`config.mk`:
```
export PLATFORM = sky130hd
export DESIGN_NAME = call_return_ctrl
export DESIGN_NICKNAME = d
export VERILOG_FILES = /design/src/rtl/cpu_pkg.sv /design/src/rtl/call_return_ctrl.sv
export SDC_FILE = /design/constraint.sdc
export NUM_CORES = 1
export LEC_CHECK = 0
export CAP_MARGIN = 5
export CORE_ASPECT_RATIO = 1.75
export CORE_MARGIN = 4
export CORE_UTILIZATION = 49
export DETAILED_ROUTE_END_ITERATION = 10
export GPL_TIMING_DRIVEN = 0
export PLACE_DENSITY = 0.82
export SYNTH_ARGS = -nofsm -noshare
export SYNTH_HDL_FRONTEND = slang
export SYNTH_SLANG_ARGS = --single-unit
```
`constraint.sdc`:
```
create_clock -name clk -period 2.3 [get_ports clk]
set_input_delay 0.46 -clock clk [delete_from_list [all_inputs] [get_ports clk]]
set_output_delay 0.46 -clock clk [all_outputs]
set_load 0.03 [all_outputs]
```
`src/rtl/cpu_pkg.sv`:
```
// Shared CPU definitions: op encodings, controller FSM states, fault codes and
// default sizes used by the call/return controller and its neighbours.
package cpu_pkg;

  localparam int unsigned PC_W              = 8;
  localparam int unsigned DEPTH_W           = 4;
  localparam int unsigned STACK_DEPTH_DEF   = 15;

  typedef enum logic [1:0] {
    OP_NEXT = 2'b00,
    OP_JMP  = 2'b01,
    OP_CALL = 2'b10,
    OP_RET  = 2'b11
  } op_e;

  typedef enum logic [2:0] {
    ST_RUN   = 3'd0,
    ST_PUSH  = 3'd1,
    ST_POP   = 3'd2,
    ST_CHK   = 3'd3,
    ST_FAULT = 3'd4
  } state_e;

  localparam logic [1:0] FC_NONE     = 2'b00;
  localparam logic [1:0] FC_OVERFLOW = 2'b01;
  localparam logic [1:0] FC_UNDERFLW = 2'b10;
  localparam logic [1:0] FC_MISMATCH = 2'b11;

endpackage

```
`src/rtl/call_return_ctrl.sv`:
```
// Program-counter sequencer for NEXT/JMP/CALL/RET that drives an external
// return-address stack and tracks a shadow depth to detect stack errors.
module call_return_ctrl
  import cpu_pkg::*;
#(
  parameter int unsigned       STACK_DEPTH = STACK_DEPTH_DEF,
  parameter logic [PC_W-1:0]   RESET_PC    = 8'h00
) (
  input  logic               clk,
  input  logic               reset,
  input  logic               instr_valid,
  output logic               instr_ready,
  input  logic [1:0]         op,
  input  logic [PC_W-1:0]    target,
  output logic [PC_W-1:0]    pc,
  output logic               stk_push,
  output logic               stk_pop,
  output logic [PC_W-1:0]    stk_wdata,
  input  logic [PC_W-1:0]    stk_rdata,
  input  logic               stk_overflow,
  input  logic               stk_underflow,
  output logic [DEPTH_W-1:0] depth,
  output logic               fault,
  output logic [1:0]         fault_code
);

  localparam logic [DEPTH_W-1:0] DEPTH_FULL = DEPTH_W'(STACK_DEPTH);

  state_e             state_q, state_d;
  logic [PC_W-1:0]    pc_q, pc_d;
  logic [PC_W-1:0]    ret_q, ret_d;
  logic [PC_W-1:0]    tgt_q, tgt_d;
  logic [DEPTH_W-1:0] depth_q, depth_d;
  logic [1:0]         code_q, code_d;
  logic               ready_q, push_q, pop_q, fault_q;
  logic               accept;

  assign accept = instr_valid && ready_q;

  // Next-state and datapath updates
  always_comb begin
    state_d = state_q;
    pc_d    = pc_q;
    ret_d   = ret_q;
    tgt_d   = tgt_q;
    depth_d = depth_q;
    code_d  = code_q;
    case (state_q)
      ST_RUN: begin
        if (accept) begin
          case (op_e'(op))
            OP_NEXT: pc_d = pc_q + PC_W'(1);
            OP_JMP:  pc_d = target;
            OP_CALL: begin
              if (depth_q == DEPTH_FULL) begin
                state_d = ST_FAULT;
                code_d  = FC_OVERFLOW;
              end else begin
                ret_d   = pc_q + PC_W'(1);
                tgt_d   = target;
                state_d = ST_PUSH;
              end
            end
            OP_RET: begin
              if (depth_q == DEPTH_W'(0)) begin
                state_d = ST_FAULT;
                code_d  = FC_UNDERFLW;
              end else begin
                state_d = ST_POP;
              end
            end
            default: state_d = ST_RUN;
          endcase
        end
      end
      ST_PUSH: begin
        pc_d    = tgt_q;
        depth_d = depth_q + DEPTH_W'(1);
        state_d = ST_CHK;
      end
      ST_POP: begin
        pc_d    = stk_rdata;
        depth_d = depth_q - DEPTH_W'(1);
        state_d = ST_CHK;
      end
      ST_CHK: begin
        if (stk_overflow || stk_underflow) begin
          state_d = ST_FAULT;
          code_d  = FC_MISMATCH;
        end else begin
          state_d = ST_RUN;
        end
      end
      ST_FAULT: state_d = ST_FAULT;
      default:  state_d = ST_FAULT;
    endcase
  end

  // Registered state; handshake/stack strobes follow the upcoming state
  always_ff @(posedge clk or posedge reset) begin
    if (reset) begin
      state_q <= ST_RUN;
      pc_q    <= RESET_PC;
      ret_q   <= '0;
      tgt_q   <= '0;
      depth_q <= '0;
      code_q  <= FC_NONE;
      ready_q <= 1'b1;
      push_q  <= 1'b0;
      pop_q   <= 1'b0;
      fault_q <= 1'b0;
    end else begin
      state_q <= state_d;
      pc_q    <= pc_d;
      ret_q   <= ret_d;
      tgt_q   <= tgt_d;
      depth_q <= depth_d;
      code_q  <= code_d;
      ready_q <= (state_d == ST_RUN);
      push_q  <= (state_d == ST_PUSH);
      pop_q   <= (state_d == ST_POP);
      fault_q <= (state_d == ST_FAULT);
    end
  end

  assign instr_ready = ready_q;
  assign pc          = pc_q;
  assign stk_push    = push_q;
  assign stk_pop     = pop_q;
  assign stk_wdata   = ret_q;
  assign depth       = depth_q;
  assign fault       = fault_q;
  assign fault_code  = code_q;

endmodule

```
# Word level (Yosys, flattened, before mapping)
# Index checks and enable logic that the tools add are counted.
[classes] eq_ne=16 mux=16 n_reduce_logical=13 add_sub_neg=3 n_bitwise=1
[ops] op="$pmux W8 S3" count=1
[ops] op="$pmux W8 S2" count=1
[ops] op="$mux W3" count=4
[ops] op="$eq A3 B2 Y1 const B" count=3
[ops] op="$pmux W3 S3" count=1
[ops] op="$add A8 B1 Y8 const B" count=1
[ops] op="$mux W2" count=4
[ops] op="$mux W8" count=1
[ops] op="$pmux W2 S2" count=2
[ops] op="$pmux W4 S2" count=1
[ops] op="$eq A3 B1 Y1 const B" count=2
[ops] op="$logic_not A3 Y1" count=2
[ops] op="$ne A3 B1 Y1 const B" count=2
[ops] op="$ne A3 B3 Y1 const B" count=2
[ops] op="$pmux W3 S2" count=1
[ops] op="$reduce_and A6 Y1" count=1
[ops] op="$add A4 B1 Y4 const B" count=1
[ops] op="$eq A2 B2 Y1 const B" count=2
[ops] op="$eq A4 B4 Y1 const B" count=1
[ops] op="$logic_not A4 Y1" count=1
[ops] op="$ne A2 B2 Y1 const B" count=2
[ops] op="$reduce_and A4 Y1" count=1
[ops] op="$reduce_bool A2 Y1" count=2
[ops] op="$sub A4 B1 Y4 const B" count=1
[ops] op="9 further kinds" count=9
[totals] output_inout_bits=26 reg_bits=37

# Longest topological paths before layout
[logic_depth] depth_word=6 depth_mapped=7 depth_no_buf=7

# Least setup slack after synthesis
# No wires, ideal clock.
[synth_path] kind="register to register" startpoint="register state_q[0]" endpoint="register depth_q[3] (netlist: depth[3])" t_required_ns=2.164 setup_time_ns=0.136 path_stages_with_launch=8 n_path_buf=0 t_arrival_ns=1.625 setup_slack_ns=0.539 cell_sequence="dfrtp_1 nand2b_1 nor2_1 ha_1 a21oi_1 a211oi_1 a31oi_1 xnor2_1"
[synth_via] elab_chain_cells=2 elab_cells_between_ends=4
[synth_rtl] element="start, declared" line_no="call_return_ctrl.sv:29" rtl="state_e state_q, state_d;"
[synth_rtl] element="start signal, assigned" line_no="call_return_ctrl.sv:113" rtl="state_q <= state_d;"
[synth_rtl] element="$eq A3 B2 Y1 or $eq A3 B1 Y1 (tied branches)" line_no="call_return_ctrl.sv:48" rtl="case (state_q)"
[synth_rtl] element="$pmux W4 S2 or $reduce_bool A2 Y1 (tied branches)"
[synth_rtl] element="end signal, assigned" line_no="call_return_ctrl.sv:117" rtl="depth_q <= depth_d;"
[synth_rtl] element="end, declared" line_no="call_return_ctrl.sv:33" rtl="logic [DEPTH_W-1:0] depth_q, depth_d;"
# Parallel ways exist; a longest one is shown, timed or not.
# A chain may end at the register's enable or synchronous reset.

# Worst setup path in the final report
[layout_path] startpoint="register pc_q[0] (netlist: pc[0])" endpoint="output port pc[0]"
[layout_rtl] element="start, declared" line_no="call_return_ctrl.sv:30" rtl="logic [PC_W-1:0] pc_q, pc_d;"
[layout_rtl] element="start signal, assigned" line_no="call_return_ctrl.sv:114" rtl="pc_q <= pc_d;"
[layout_rtl] element="end, declared" line_no="call_return_ctrl.sv:15" rtl="output logic [PC_W-1:0] pc,"
# No word-level cell between the ends.

==> impl_metrics.tcl <==
set metrics [dict create \
    post_cts_buffers 0 \
    gr-total-overflow 0 \
    ys_ff_latch 37 \
    cts.path.max_buffers 2 \
    die_y_um 92.2 \
    slew_viol_final 0 \
    via_per_inst 6.02 \
    arrival_ns 1.55 \
    crit_chain "clkdlybuf4s50_1" \
    slowest_delay_ns 0.74 \
    synth_fp_nets 211 \
    syn_area_um2 1980 \
    rows 30 \
    pin_count 49 \
    antenna_found_initial 0 \
    first_iter_violations 50 \
    critical_path_buf_inv_count 1 \
    ys.flop_type "dfrtp_1" \
    clock_power_share 0.271 \
    core-area_um2 3900 \
    htreeDepth 2 \
    synth_cells 184 \
    dr.pass1.iters 4 \
    synth_area_per_cell_um2 10.8 \
    holdWs_ns 0.489 \
    crit_fanout 8 \
    start_util 0.508 \
    clock_sinks 37 \
    drcViolationCount 0 \
    synth_cell_types 50 \
    rr_endpoint "depth[3]$_DFFE_PP0N_" \
    min_from "stk_wdata[5]$_DFFE_PP0P_" \
    synth-edff-count 0 \
    slew_headroom 0.484 \
    max_freq_ghz 0.498 \
    crit_start "pc[0]$_DFFE_PP0P_" \
    max_cap_viol_count 0 \
    die_w_um 56.1 \
    routedWlPerCell_um 17.6 \
    ctsResizeCount 0 \
    place.gp.congestion 0.820 \
    holdPathEnd "stk_wdata[5]$_DFFE_PP0P_" \
    die-area_um2 5170 \
    vias 1728 \
    p_comb_frac 0.288 \
    synth_seq_area_share 0.467 \
    end_kind "output pin" \
    layout.nets 265 \
    placed_cells 279 \
    r2r-start "state_q[0]$_DFF_PP0_" \
    finalCritPeriodShare 0.873 \
    yosysWarnings 0 \
    n_antenna_cell 0 \
    max-vdd-ir-drop_uv 525 \
    cp_slowest_cell "clkdlybuf4s50_1" \
    critical-path-top-delay-family "buffers and inverters" \
    p_int_w 0.00126 \
    rsz0062_at_grt "false" \
    final_cell_mix "clkdlybuf4s50_1 (47), dfrtp_1 (36), nand2_1 (15)" \
    grt_pass1_wl_mm 8.16 \
    final_common_cell "clkdlybuf4s50_1" \
    clockRootBuffer "clkbuf_8" \
    numCtsBuffers 5 \
    setup_viol 0 \
    p_leak_nw 1.13 \
    grt_max_degree 38 \
    power_density_nw_per_um2 723 \
    hpwl_mm 3.65 \
    required_ns 1.84 \
    postCtsHoldBufs 0 \
    tritoncts "done" \
    synth-async-reset-ratio 1.00 \
    clk_pin_slew_ns 0.07 \
    hp-class "flip-flop to flip-flop" \
    netSwitchingFraction 0.334 \
    r2r_slack_ns 0.31 \
    tightest_slew_ns 0.773 \
    post-route-min-period_ns 2.01 \
    final-instance-count-excl-fill 287 \
    clk_latency_ns 0.30 \
    nFillCells 311 \
    grt.total_usage 0.204 \
    setup_tns_ns 0 \
    critical_path.startpoint_type "flip-flop" \
    antenna_left 0 \
    power_frac_seq 0.441 \
    portBuffers 47 \
    clock_skew_ns 0.00625 \
    whs_path_depth 1 \
    reg2regPathDepth 7 \
    grt_pass1_vias 1688 \
    power_switching_w 0.000631 \
    finalHoldViolCount 0 \
    run_status "complete, no violations" \
    syn_to_final_growth_pct 31.8 \
    drive_gt1_frac 0.138 \
    crit_type "flip-flop to output pin" \
    drt-total-wl_mm 5.05 \
]
[through the flow]
step	power, W	utilization	cell area (um2)	worst slack (ns)
2_1_floorplan	0.00114	-	1980	0.539
3_3_place_gp	0.00138	0.644	2510	0.126
3_5_place_dp	0.00139	0.644	2510	0.119
4_1_cts	0.00190	0.670	2620	0.297
5_1_grt	0.00198	0.670	2620	0.160
6_report	0.00189	0.670	2620	0.292
[layout make-up]
cell class / count / area, um2 / area share
Buffer: 9 / 46.3 / 0.0177
Clock buffer: 7 / 96.3 / 0.0368
Clock inverter: 1 / 5.00 / 0.00191
Inverter: 4 / 15.0 / 0.00574
Multi-Input combinational cell: 134 / 996 / 0.381
Sequential cell: 37 / 927 / 0.354
Tap cell: 48 / 60.1 / 0.0230
Timing Repair Buffer: 47 / 470 / 0.180
[power groups by stage]
stage | sequential (W) | clock [W] | combinational [W]
final | 0.000834 | 0.000512 | 0.000545
after global routing | 0.000847 | 0.000545 | 0.000586
after CTS | 0.000831 | 0.000522 | 0.000549
after detailed placement | 0.000842 | 0 | 0.000547
after global placement | 0.000839 | 0 | 0.000537
after floorplan | 0.000951 | 0 | 0.000194
[state kept, by name (all words and copies together), names as in the netlist, 2 cells and up]
| name | flops |
|---|---|
| stk_wdata | 8 |
| pc | 8 |
| tgt_q | 8 |
| depth | 4 |
| state_q | 3 |
| fault_code | 2 |
[routing by layer]
metal / up-vias / global-route usage / wire, um
li1: 801 / - / -
met1: 862 / 0.218 / 1960
met2: 54 / 0.368 / 2740
met3: 11 / 0.0380 / 217
met4: 0 / 0.111 / 128
met5: - / 0 / 0
[cell families (layout without fill, tap and decap cells)]
kind of cell / Yosys count / count (layout) / synth area share
buf+inv: 13 / 68 / 0.0309
xor+xnor: 6 / 6 / 0.0265
mux: 12 / 12 / 0.0807
compound gates: 62 / 62 / 0.224
simple gates: 50 / 50 / 0.141
flops: 37 / 37 / 0.467
fa+ha+maj: 4 / 4 / 0.0290
[cells in the mapped netlist, types with 2 or more instances]
| master | instances | share of area |
|---|---|---|
| or2_2 | 2 | 0.0063 |
| o21a_1 | 3 | 0.011 |
| o22ai_1 | 2 | 0.0063 |
| nand3_1 | 5 | 0.013 |
| clkbuf_1 | 4 | 0.0076 |
| mux2_4 | 7 | 0.053 |
| nand2_1 | 15 | 0.028 |
| o21ai_0 | 11 | 0.028 |
| xnor2_1 | 3 | 0.013 |
| nor3_1 | 4 | 0.010 |
| o211ai_1 | 2 | 0.0076 |
| a211oi_1 | 3 | 0.011 |
| o22a_1 | 4 | 0.018 |
| inv_1 | 4 | 0.0076 |
| nor2_1 | 7 | 0.013 |
| nor2b_1 | 3 | 0.0095 |
| xor2_1 | 3 | 0.013 |
| buf_2 | 4 | 0.010 |
| a21oi_1 | 6 | 0.015 |
| mux2_2 | 4 | 0.023 |
| dfrtp_1 | 36 | 0.45 |
| a311oi_1 | 2 | 0.0088 |
| a22oi_1 | 7 | 0.026 |
| or3_1 | 2 | 0.0063 |
| o31ai_1 | 2 | 0.0076 |
| a21o_1 | 3 | 0.011 |
| o21ai_1 | 2 | 0.0050 |
| ha_1 | 3 | 0.019 |
| nand2b_1 | 4 | 0.013 |
| a2bb2oi_1 | 3 | 0.013 |
| a311o_1 | 2 | 0.010 |
| a31oi_1 | 4 | 0.013 |
[how the worst max path moves through the flow]
stage,slack [ns],end,cells past startpoint
6_report,0.29,pc[0],1
5_1_grt,0.16,depth[3]$_DFFE_PP0N_,7
4_1_cts,0.30,pc[0],1
3_5_place_dp,0.12,stk_wdata[6]$_DFFE_PP0P_,6
3_3_place_gp,0.13,stk_wdata[6]$_DFFE_PP0P_,6
2_1_floorplan,0.54,depth[3]$_DFFE_PP0N_,7
(Power assumes the default switching activity.)
==> patch, RTL diff (same settings) <==
Remove the register `fault_q`: a continuous assignment takes its place, so the output `fault` follows one clock earlier.
--- a/src/rtl/call_return_ctrl.sv
+++ b/src/rtl/call_return_ctrl.sv
@@ -109,5 +109,4 @@
       push_q  <= 1'b0;
       pop_q   <= 1'b0;
-      fault_q <= 1'b0;
     end else begin
       state_q <= state_d;
@@ -120,7 +119,8 @@
       push_q  <= (state_d == ST_PUSH);
       pop_q   <= (state_d == ST_POP);
-      fault_q <= (state_d == ST_FAULT);
     end
   end
+
+  assign fault_q = (state_d == ST_FAULT);
 
   assign instr_ready = ready_q;
Behaviour: not the same (Yosys sat finds a counterexample within 4 cycles, from zero or initial values and one cycle with reset high).
==> patch against the unedited design <==
  * Cell count rose by 1.0%
  * Worst setup slack lost 0.19 ns
  * Sequential cell count decreased by 1
  * Area after synthesis shrank 1.3%
  * Sequential share of layout area down 0.78 points
  * Synthesized cell count down 0.54%
  * Total power is 2.0% lower
  * Critical path depth grew 3
  * First-iteration DRC count up 22%
  * Clock skew increased by 0.0023 ns
  * Cell area down 0.24%
  * Wire length up 2.8%
==> patch: results <==
{
  "status": "finished, final reports clean",
  "layout.cells.non_filler": 290,
  "p_sw_share_pct": 34.4,
  "final_layout_size_suffix_gt1_share_pct": 16.9,
  "seq_power_uw": 812,
  "first_iter_violations": 61,
  "hold_path.class": "flop to flop",
  "htreeDepth": 2,
  "synth_common_cells": "dfrtp_1, nand2_1, o21ai_0",
  "grt_pass1_vias": 1827,
  "seq_area_frac_synth_pct": 46.0,
  "cpMaxStageDelayCell": "clkdlybuf4s50_1",
  "crit_fanout": 5,
  "r2r_slack_ns": 0.29,
  "p_comb_share_pct": 30.2,
  "wl_per_cell_um": 17.9,
  "grt_use_total_pct": 21.6,
  "dp_slack_ns": -0.536,
  "dp.cells": 278,
  "gp_congestion": 0.841,
  "nFillCells": 323,
  "hpwl_um": 3700,
  "fin_worst_skew_ns": 0.00853,
  "cp.arrival_ns": 1.73,
  "crit_path_start": "instr_valid",
  "drt-pass1-iter-count": 5,
  "whs_ns": 0.480,
  "rr_startpoint": "state_q[0]",
  "worst_path_largest_cell_delay_ns": 0.43,
  "grt_pass1_wl_um": 8770,
  "syn_area_per_cell_sq_um": 10.7,
  "ir_worst_vdd_mv": 0.521,
  "crit_family": "buffers and inverters",
  "synth.area.top_cells": "dfrtp_1, mux2_4, nand2_1",
  "timing.final.ws_setup_ns": 0.106,
  "grt_max_degree": 37,
  "placed_area_sq_um": 2490,
  "synth_fp_nets": 210,
  "relSlewSlack_pct": 48.7,
  "p_leak_uw": 0.00114,
  "via_per_inst": 6.01,
  "p_switching_uw": 637,
  "fin_nets": 268
}
patch: cell types whose count changed in the layout (fill, tap and decap cells not counted):
cell             delta
buf_2               +1
buf_4               +4
clkbuf_1            -1
clkbuf_2            +1
clkbuf_8            -1
clkdlybuf4s50_1     -2
clkinv_2            +1
dfrtp_1             -3
dfrtp_2             +2
dlygate4sd2_1       +1
patch: cell type report:
class / instances / area [sq um] / share of cell area [%]
inverter: 4 / 15.0 / 0.575
clock inverter: 2 / 10.0 / 0.384
sequential: 36 / 905 / 34.7
multi-input combinational: 134 / 996 / 38.2
tap: 48 / 60.1 / 2.30
buffer: 9 / 47.5 / 1.82
clock buffer: 6 / 82.6 / 3.16
timing repair buffer: 51 / 494 / 18.9
patch: worst paths after layout:
check                               end  depth (start not counted)
setup reg to reg               depth[3]                          7
hold reg to reg            stk_wdata[5]                          1
max in group asynchronous      depth[0]                          2
hold / removal             stk_wdata[5]                          1
setup / recovery                  fault                          4
min in group asynchronous  stk_wdata[0]                          2
patch: per-layer routing:
| metal | vias up | wire [um] | global-route usage, % |
|---|---|---|---|
| met3 | 14 | 242 | 3.80 |
| li1 | 807 | - | - |
| met1 | 851 | 1950 | 22.8 |
| met2 | 72 | 2860 | 40.0 |
| met5 | - | 0 | 0 |
| met4 | 0 | 136 | 10.8 |
patch: repair_timing:
item / 4_1_cts / 5_1_grt
buffers inserted: 2 / 2
resized for setup: 7 / 2
endpoints found under the setup margin: 1 / 1
pin swaps: 1 / 0
hold buffers: 0 / 0
patch: kinds of logic (layout without fill, tap and decap cells):
family	after synthesis	in the layout	share of synthesized area, %
AOI/OAI and AO/OA	62	62	22.7
xor gates and xnor gates	6	6	2.68
adders and majority gates	4	4	2.94
buffers and inverters	13	72	3.13
DFF	36	36	46.0
muxes	12	12	8.17
and+or+nand+nor	50	50	14.3
